**config.mk**
```make
export PLATFORM = sky130hd
export DESIGN_NAME = parity_frame_codec
export DESIGN_NICKNAME = d
export VERILOG_FILES = /design/src/rtl/parity_frame_codec.sv
export SDC_FILE = /design/constraint.sdc
export NUM_CORES = 1
export LEC_CHECK = 0
export ABC_AREA = 1
export ABC_CLOCK_PERIOD_IN_PS = 1400
export CORE_UTILIZATION = 35
export CTS_CLUSTER_DIAMETER = 100
export DETAILED_ROUTE_END_ITERATION = 7
export PLACE_DENSITY = 0.69
export SLEW_MARGIN = 10
export SYNTH_ARGS = -nofsm -noshare
export SYNTH_HDL_FRONTEND = slang
export SYNTH_SLANG_ARGS = --single-unit
```
**constraint.sdc**
```tcl
create_clock -name clk -period 1.4 [get_ports clk]
set_input_delay 0.21 -clock clk [delete_from_list [all_inputs] [get_ports clk]]
set_output_delay 0.21 -clock clk [all_outputs]
set_load 0.1 [all_outputs]
```
**src/rtl/parity_frame_codec.sv**
```systemverilog
// Parity framer (TX) and checker/stripper (RX) with registered valid/ready stages
// and a saturating parity-error counter. Optional macro: PARITY_DROP_ERR_EN.
module parity_frame_codec #(
  parameter int unsigned DATA_W    = 8,
  parameter int unsigned ODD       = 0,
  parameter int unsigned ERR_CNT_W = 8
) (
  input  logic                 clk,
  input  logic                 rst_n,
  input  logic                 enc_in_valid,
  output logic                 enc_in_ready,
  input  logic [DATA_W-1:0]    enc_in_data,
  output logic                 enc_out_valid,
  input  logic                 enc_out_ready,
  output logic [DATA_W:0]      enc_out_data,
  input  logic                 dec_in_valid,
  output logic                 dec_in_ready,
  input  logic [DATA_W:0]      dec_in_data,
  output logic                 dec_out_valid,
  input  logic                 dec_out_ready,
  output logic [DATA_W-1:0]    dec_out_data,
  output logic                 dec_out_err,
  input  logic                 err_clr,
  output logic [ERR_CNT_W-1:0] err_count
);

  localparam logic SENSE = (ODD != 0);

  logic enc_p;
  logic enc_accept;
  logic dec_e;
  logic dec_accept;

  assign enc_p        = (^enc_in_data) ^ SENSE;
  assign enc_in_ready = !enc_out_valid || enc_out_ready;
  assign enc_accept   = enc_in_valid && enc_in_ready;

  assign dec_e        = (^dec_in_data) ^ SENSE;
  assign dec_in_ready = !dec_out_valid || dec_out_ready;
  assign dec_accept   = dec_in_valid && dec_in_ready;

  always_ff @(posedge clk or negedge rst_n) begin
    if (!rst_n) begin
      enc_out_valid <= 1'b0;
      enc_out_data  <= '0;
    end else if (enc_accept) begin
      enc_out_valid <= 1'b1;
      enc_out_data  <= {enc_p, enc_in_data};
    end else if (enc_out_ready) begin
      enc_out_valid <= 1'b0;
    end
  end

`ifdef PARITY_DROP_ERR_EN
  // Bad frames complete the input handshake but never reach the output register.
  always_ff @(posedge clk or negedge rst_n) begin
    if (!rst_n) begin
      dec_out_valid <= 1'b0;
      dec_out_data  <= '0;
    end else if (dec_accept) begin
      dec_out_valid <= !dec_e;
      if (!dec_e) begin
        dec_out_data <= dec_in_data[DATA_W-1:0];
      end
    end else if (dec_out_ready) begin
      dec_out_valid <= 1'b0;
    end
  end

  assign dec_out_err = 1'b0;
`else
  always_ff @(posedge clk or negedge rst_n) begin
    if (!rst_n) begin
      dec_out_valid <= 1'b0;
      dec_out_data  <= '0;
      dec_out_err   <= 1'b0;
    end else if (dec_accept) begin
      dec_out_valid <= 1'b1;
      dec_out_data  <= dec_in_data[DATA_W-1:0];
      dec_out_err   <= dec_e;
    end else if (dec_out_ready) begin
      dec_out_valid <= 1'b0;
    end
  end
`endif

  // Clear wins over the old value but still counts a bad frame accepted on the same edge.
  always_ff @(posedge clk or negedge rst_n) begin
    if (!rst_n) begin
      err_count <= '0;
    end else if (err_clr) begin
      err_count <= ERR_CNT_W'(dec_accept && dec_e);
    end else if (dec_accept && dec_e && (err_count != '1)) begin
      err_count <= err_count + ERR_CNT_W'(1);
    end
  end

endmodule

```
==> impl_metrics.csv, run 1 <==
group,metric,value,unit
status,status,"finished with violations",
status,violations,"setup timing",
run,max_cap_violations,0,
synth,synthArstFlopShare,1.00,
power_and_ir_drop,ir_worst_vdd,0.806,mV
power_and_ir_drop,total_power,3470,uW
synth,syn_inst,173,
routing,vias,1405,
setup_path,max_stage_delay,440,ps
layout,fillers,326,
global_route,grt_max_degree,29,
synth,ys_ff_latch,28,
floorplan,dieHeight,66.8,um
sta,relSlewSlack,0.789,
sta,finalSetupViolations,8,
routing,finalWirelength,3590,um
sta,slew_viol_final,0,
floorplan,dieArea,4460,sq um
placement,portBuffers,53,
sta,rsz0062_at_grt,"true",
setup_path,reg2reg_depth,10,
setup_path,path_cells,"ha_4 > nand3_4 > nor2_4 > nand2_2 > nor2_4 > nand2_4 > nand4_4 > nand2_4 > nand2_2 > nand2_2",
synth,postSynthNetCount,198,
synth,synthMostInstantiatedCell,"nand2_1",
synth,syn_area,1470,sq um
synth,synthFlopType,"dfrtp_1",
routing,drtAntennaViolNets,0,
clock_network,cts_tree,"built",
layout,seqCellArea,722,sq um
synth,ys_seq_area_frac,0.477,
sta,min_period,1540,ps
sta,fin_tns_setup,-979,ps
synth,avgSynthCellArea,8.49,sq um
synth,yosysUniqueCellTypes,21,
synth,synth.top_cell.area_share,0.477,
sta,timing_hold_violations_final,0,
layout,fin_cells,299,
layout,final_util,0.694,
setup_path,critPathLaunch,"err_count[1]",
placement,dpl.hpwl,2590,um
floorplan,std_cell_rows,23,
clock_network,root_buffer,"clkbuf_8",
placement,place_inst,287,
setup_path,reg2reg_from,"err_count[1]",
setup_path,worstPathArrival,1710,ps
setup_path,crit_top_cell,"nand2_2",
routing,dr.pass1.iters,4,
power_and_ir_drop,power_leakage,0.00131,uW
global_route,grt_pass1_wl,5970,um
floorplan,fp.dieW,66.8,um
clock_network,numCtsBuffers,3,
sta,setup_slack,-136,ps
power_and_ir_drop,p_per_area,1240,nW/um^2
clock_network,clock_sinks,28,
clock_network,clk_latency,280,ps
setup_path,path_buf_inv,0,
setup_path,critPathKind,"reg2reg",
floorplan,io_pins,54,
sta,tightest_slew,316,ps
setup_path,path_max_fanout,7,
setup_path,critPathRequiredTime,1580,ps
worst_hold_path,worstHoldPathType,"in2async",
clock_network,ctsHoldBuffers,0,
synth,synthesis.yosys.warnings,0,
clock_network,cts.path.max_buffers,2,
clock_network,h-tree-depth,1,
layout,final_nets,275,
setup_path,timing.rr.end,"err_count[5]",
placement,place.gp.congestion,0.797,
sta,min_period_over_period,1.10,
floorplan,initial_core_util,0.365,
global_route,track_usage,0.176,
routing,drt_iter0_drc,45,
synth,synth_top_area_cell,"dfrtp_1",
layout,multiInputGateArea,881,sq um
synth,ys_top_cells_by_area,"dfrtp_1 (48%), nand2_1 (15%), mux2_2 (6.1%)",
clock_network,clk_pin_slew,100,ps
sta,whs,269,ps
global_route,antenna_found_initial,0,
global_route,gr-total-overflow,0,
global_route,grt_pass1_vias,1361,
setup_path,crit_family,"simple AND/OR/NAND/NOR gates",
setup_path,reg2reg_setup_slack,-140,ps
routing,drc_errors,0,
routing,wire_per_inst,12.0,um
layout,drive_gt1_frac,0.398,
synth,synth_commonest_cells,"nand2_1 (60), dfrtp_1 (28), inv_1 (15)",
setup_path,worst_setup_path_start_kind,"register",
routing,viasPerCell,4.70,
synth,synth-edff-count,0,
setup_path,crit_slowest_cell,"dfrtp_4",
sta,fmax,0.651,GHz
floorplan,core,4030,sq um
layout,syn2layout_area_growth,90.5,%
sta,fin_skew,2.47,ps
layout,diodes,0,
setup_path,cp-end-kind,"register",
-- sequential cells by signal, indices dropped and copies added, names as in the netlist --
register and count:
dec_out_data 8, enc_out_data 9, enc_out_valid 1, dec_out_err 1
err_count 8, dec_out_valid 1
-- layer usage --
metal / global-route usage / routed length (um)
met1: 0.217 / 1460
met3: 0.0445 / 239
met5: 0 / 0
met4: 0.0505 / 22
met2: 0.299 / 1870
-- repair_timing --
action                     CTS  global route
pin swaps                   10             7
gates resized for setup      6            14
gates cloned                 1             0
setup endpoints to repair    8            11
buffers inserted             3             4
-- power breakdown --
| part | leakage (uW) | switching, uW | internal [uW] | total [uW] |
|---|---|---|---|---|
| logic | 0.000935 | 1100 | 679 | 1780 |
| clock network | 0.0000357 | 267 | 383 | 650 |
| registers | 0.000335 | 119 | 920 | 1040 |
| total | 0.00131 | 1490 | 1980 | 3470 |
-- layout by cell type (no fill, tap or decap), drive strengths merged --
| master | instances |
|---|---|
| a21oi | 4 |
| nand2 | 63 |
| or2 | 1 |
| ha | 1 |
| nor2 | 8 |
| clkdlybuf4s50 | 23 |
| inv | 15 |
| nor3 | 1 |
| nand3 | 16 |
| nand4 | 4 |
| clkbuf | 3 |
| xnor2 | 9 |
| dfrtp | 28 |
| o21ai | 10 |
| buf | 51 |
| mux2 | 8 |
| bufinv | 1 |
| xor2 | 3 |
-- stage by stage --
stage	setup WS, ps	instance area (sq um)
3_5_place_dp	-335	2580
3_3_place_gp	-300	2580
5_1_grt	-218	2800
4_1_cts	-140	2710
6_report	-136	2800
2_1_floorplan	-331	1590
-- logic make-up (layout without fill, tap and decap cells) --
family | Yosys count | in the layout | share of synthesized area
AO/OA/AOI/OAI | 14 | 14 | 0.0477
adder cells (fa/ha/maj) | 1 | 1 | 0.00852
multiplexers | 8 | 8 | 0.0613
flip-flops | 28 | 28 | 0.477
buffers and inverters | 18 | 93 | 0.0468
AND/OR/NAND/NOR | 92 | 93 | 0.287
XOR/XNOR | 12 | 12 | 0.0716
-- worst max path at each step --
stage                     slack, ps           end  cells after the start
after floorplan                -330  err_count[7]                     10
after global placement         -300  err_count[6]                     12
after detailed placement       -330  err_count[6]                     12
after CTS                      -140  err_count[7]                     10
after global routing           -220  err_count[2]                     10
final                          -140  err_count[5]                     10
-- cell type report --
type	count	area share
clock buffers	3	0.0148
clock inverters	1	0.0107
inverters	15	0.0201
multi-input cells	128	0.315
flip-flops and latches	28	0.258
well taps	50	0.0224
repair buffers	74	0.359
(Power assumes the default switching activity.)
==> run 2: changes to the inputs <==
--- a/config.mk
+++ b/config.mk
@@ -7,10 +7,10 @@
 export LEC_CHECK = 0
 export ABC_AREA = 1
 export ABC_CLOCK_PERIOD_IN_PS = 1400
-export CORE_UTILIZATION = 35
+export CORE_UTILIZATION = 40
 export CTS_CLUSTER_DIAMETER = 100
 export DETAILED_ROUTE_END_ITERATION = 7
-export PLACE_DENSITY = 0.69
+export PLACE_DENSITY = 0.77
 export SLEW_MARGIN = 10
 export SYNTH_ARGS = -nofsm -noshare
 export SYNTH_HDL_FRONTEND = slang
==> impl_metrics.csv, run 2 (same netlist as run 1, synthesis figures left out) <==
group,metric,value,unit
global_route,grt_pass1_vias,1435,
global_route,track_usage,0.207,
global_route,gr-total-overflow,0,
layout,drive_gt1_frac,0.367,
global_route,antenna_found_initial,0,
setup_path,path_max_fanout,7,
clock_network,h-tree-depth,1,
layout,design_area,2700,sq um
floorplan,fp.dieW,62.6,um
sta,setup_slack,-97.7,ps
floorplan,dieArea,3920,sq um
layout,syn2layout_area_growth,83.5,%
sta,fin_skew,7.43,ps
clock_network,clk_latency,330,ps
layout,final_nets,274,
routing,viasPerCell,4.84,
setup_path,reg2reg_from,"err_count[1]",
clock_network,clk_pin_slew,150,ps
placement,pre_cts_ws,-338,ps
sta,min_period,1500,ps
placement,placed_area,2600,sq um
clock_network,cts.path.max_buffers,2,
setup_path,worst_setup_path_start_kind,"register",
floorplan,std_cell_rows,21,
setup_path,critPathKind,"reg2reg",
routing,finalWirelength,3620,um
status,violations,"setup timing",
run,max_cap_violations,0,
sta,min_period_over_period,1.07,
global_route,grt_pass1_wl,6440,um
power_and_ir_drop,p_per_area,1180,nW/um^2
clock_network,clock_sinks,28,
status,status,"finished with violations",
sta,finalSetupViolations,8,
setup_path,cp-end-kind,"register",
clock_network,numCtsBuffers,3,
routing,wire_per_inst,12.3,um
layout,final_common_cell,"nand2_1",
setup_path,timing.rr.end,"err_count[2]",
sta,tightest_slew,359,ps
layout,largest_register,"enc_out_data",
layout,top_regs,"enc_out_data: 9 flops, dec_out_data: 8 flops, err_count: 8 flops",
floorplan,dieHeight,62.6,um
clock_network,root_buffer,"clkbuf_4",
placement,portBuffers,53,
sta,fmax,0.668,GHz
routing,drtAntennaViolNets,0,
floorplan,core,3420,sq um
power_and_ir_drop,ir_worst_vdd,0.880,mV
layout,layout_common_cells,"nand2_1 (53), buf_12 (30), clkdlybuf4s50_1 (23)",
power_and_ir_drop,power_leakage,0.00127,uW
clock_network,cts_tree,"built",
routing,dr.pass1.iters,4,
layout,diodes,0,
sta,rsz0062_at_grt,"true",
sta,relSlewSlack,0.761,
setup_path,reg2reg_setup_slack,-100,ps
placement,dpl.hpwl,2800,um
setup_path,reg2reg_depth,10,
routing,vias,1423,
placement,place.gp.congestion,0.809,
sta,slew_viol_final,0,
clock_network,ctsHoldBuffers,0,
routing,drt_iter0_drc,39,
setup_path,critPathLaunch,"err_count[1]",
worst_hold_path,worstHoldPathType,"in2async",
floorplan,initial_core_util,0.430,
sta,timing_hold_violations_final,0,
setup_path,worstPathArrival,1740,ps
sta,fin_tns_setup,-605,ps
routing,drc_errors,0,
global_route,grt_max_degree,29,
floorplan,io_pins,54,
layout,largest_reg_flops,9,
setup_path,critPathRequiredTime,1640,ps
-- run 2: cell count changes in the layout (fill, tap and decap cells not counted), moves of 2 or more --
| cell | previous run | this run |
|---|---|---|
| clkbuf_4 | 0 | 3 |
| nand3_2 | 3 | 1 |
| clkbuf_8 | 3 | 1 |
| nand2_1 | 48 | 53 |
| nand2_2 | 8 | 4 |
| nand3_1 | 11 | 14 |
-- run 2: cell type report --
cell class              instances  area [sq um]
inverters                      15          56.3
well taps                      46          57.6
flip-flops and latches         28           722
repair buffers                 73           988
fillers                       216           721
clock buffers                   4          36.3
multi-input cells             128           835
-- run 2: critical path, cell delays in order, from the launching register on --
cell     delay, ps
dfrtp_4        460
ha_4           150
nand3_4         80
nor2_4         120
nand2_2         70
nor2_4         120
nand2_4         80
nand4_4        110
nand2_4         90
nand2_1         70
nand2_1         50
-- run 2: repair_timing --
action | 4_1_cts | 5_1_grt
endpoints found under the setup margin | 10 | 12
hold endpoints to repair | 0 | 0
buffers inserted | 4 | 0
resized for setup | 2 | 8
pin swaps | 1 | 0
cloned | 1 | 0
-- run 2: how the worst max path moves through the flow --
stage | to | slack, ps | cells after the start
floorplan | err_count[7] | -330 | 10
detailed placement | err_count[6] | -340 | 12
global route | err_count[5] | -170 | 10
CTS | err_count[6] | -100 | 10
global placement | err_count[6] | -300 | 12
finish | err_count[2] | -100 | 10
-- run 2: layer usage --
metal / global-route usage / vias to the layer above / routed length (um)
met5: 0 / - / 0
met3: 0.0456 / 4 / 247
met4: 0.0669 / 0 / 39
met2: 0.357 / 47 / 1810
met1: 0.256 / 668 / 1530
li1: - / 704 / -
-- run 2: power breakdown --
part           switching, uW  internal (uW)  total (uW)
Clock                    238            159         398
Combinational           1080            667        1750
Sequential               122            920        1040
-- run 2: per-stage QoR --
step	hold WS, ps	total power [uW]	utilization	std cells
after detailed placement	531	2800	0.761	288
after floorplan	-85.6	2080	-	173
final	228	3190	0.789	294
after global routing	229	3340	0.789	294
after global placement	523	2770	0.761	288
after CTS	237	3210	0.783	295
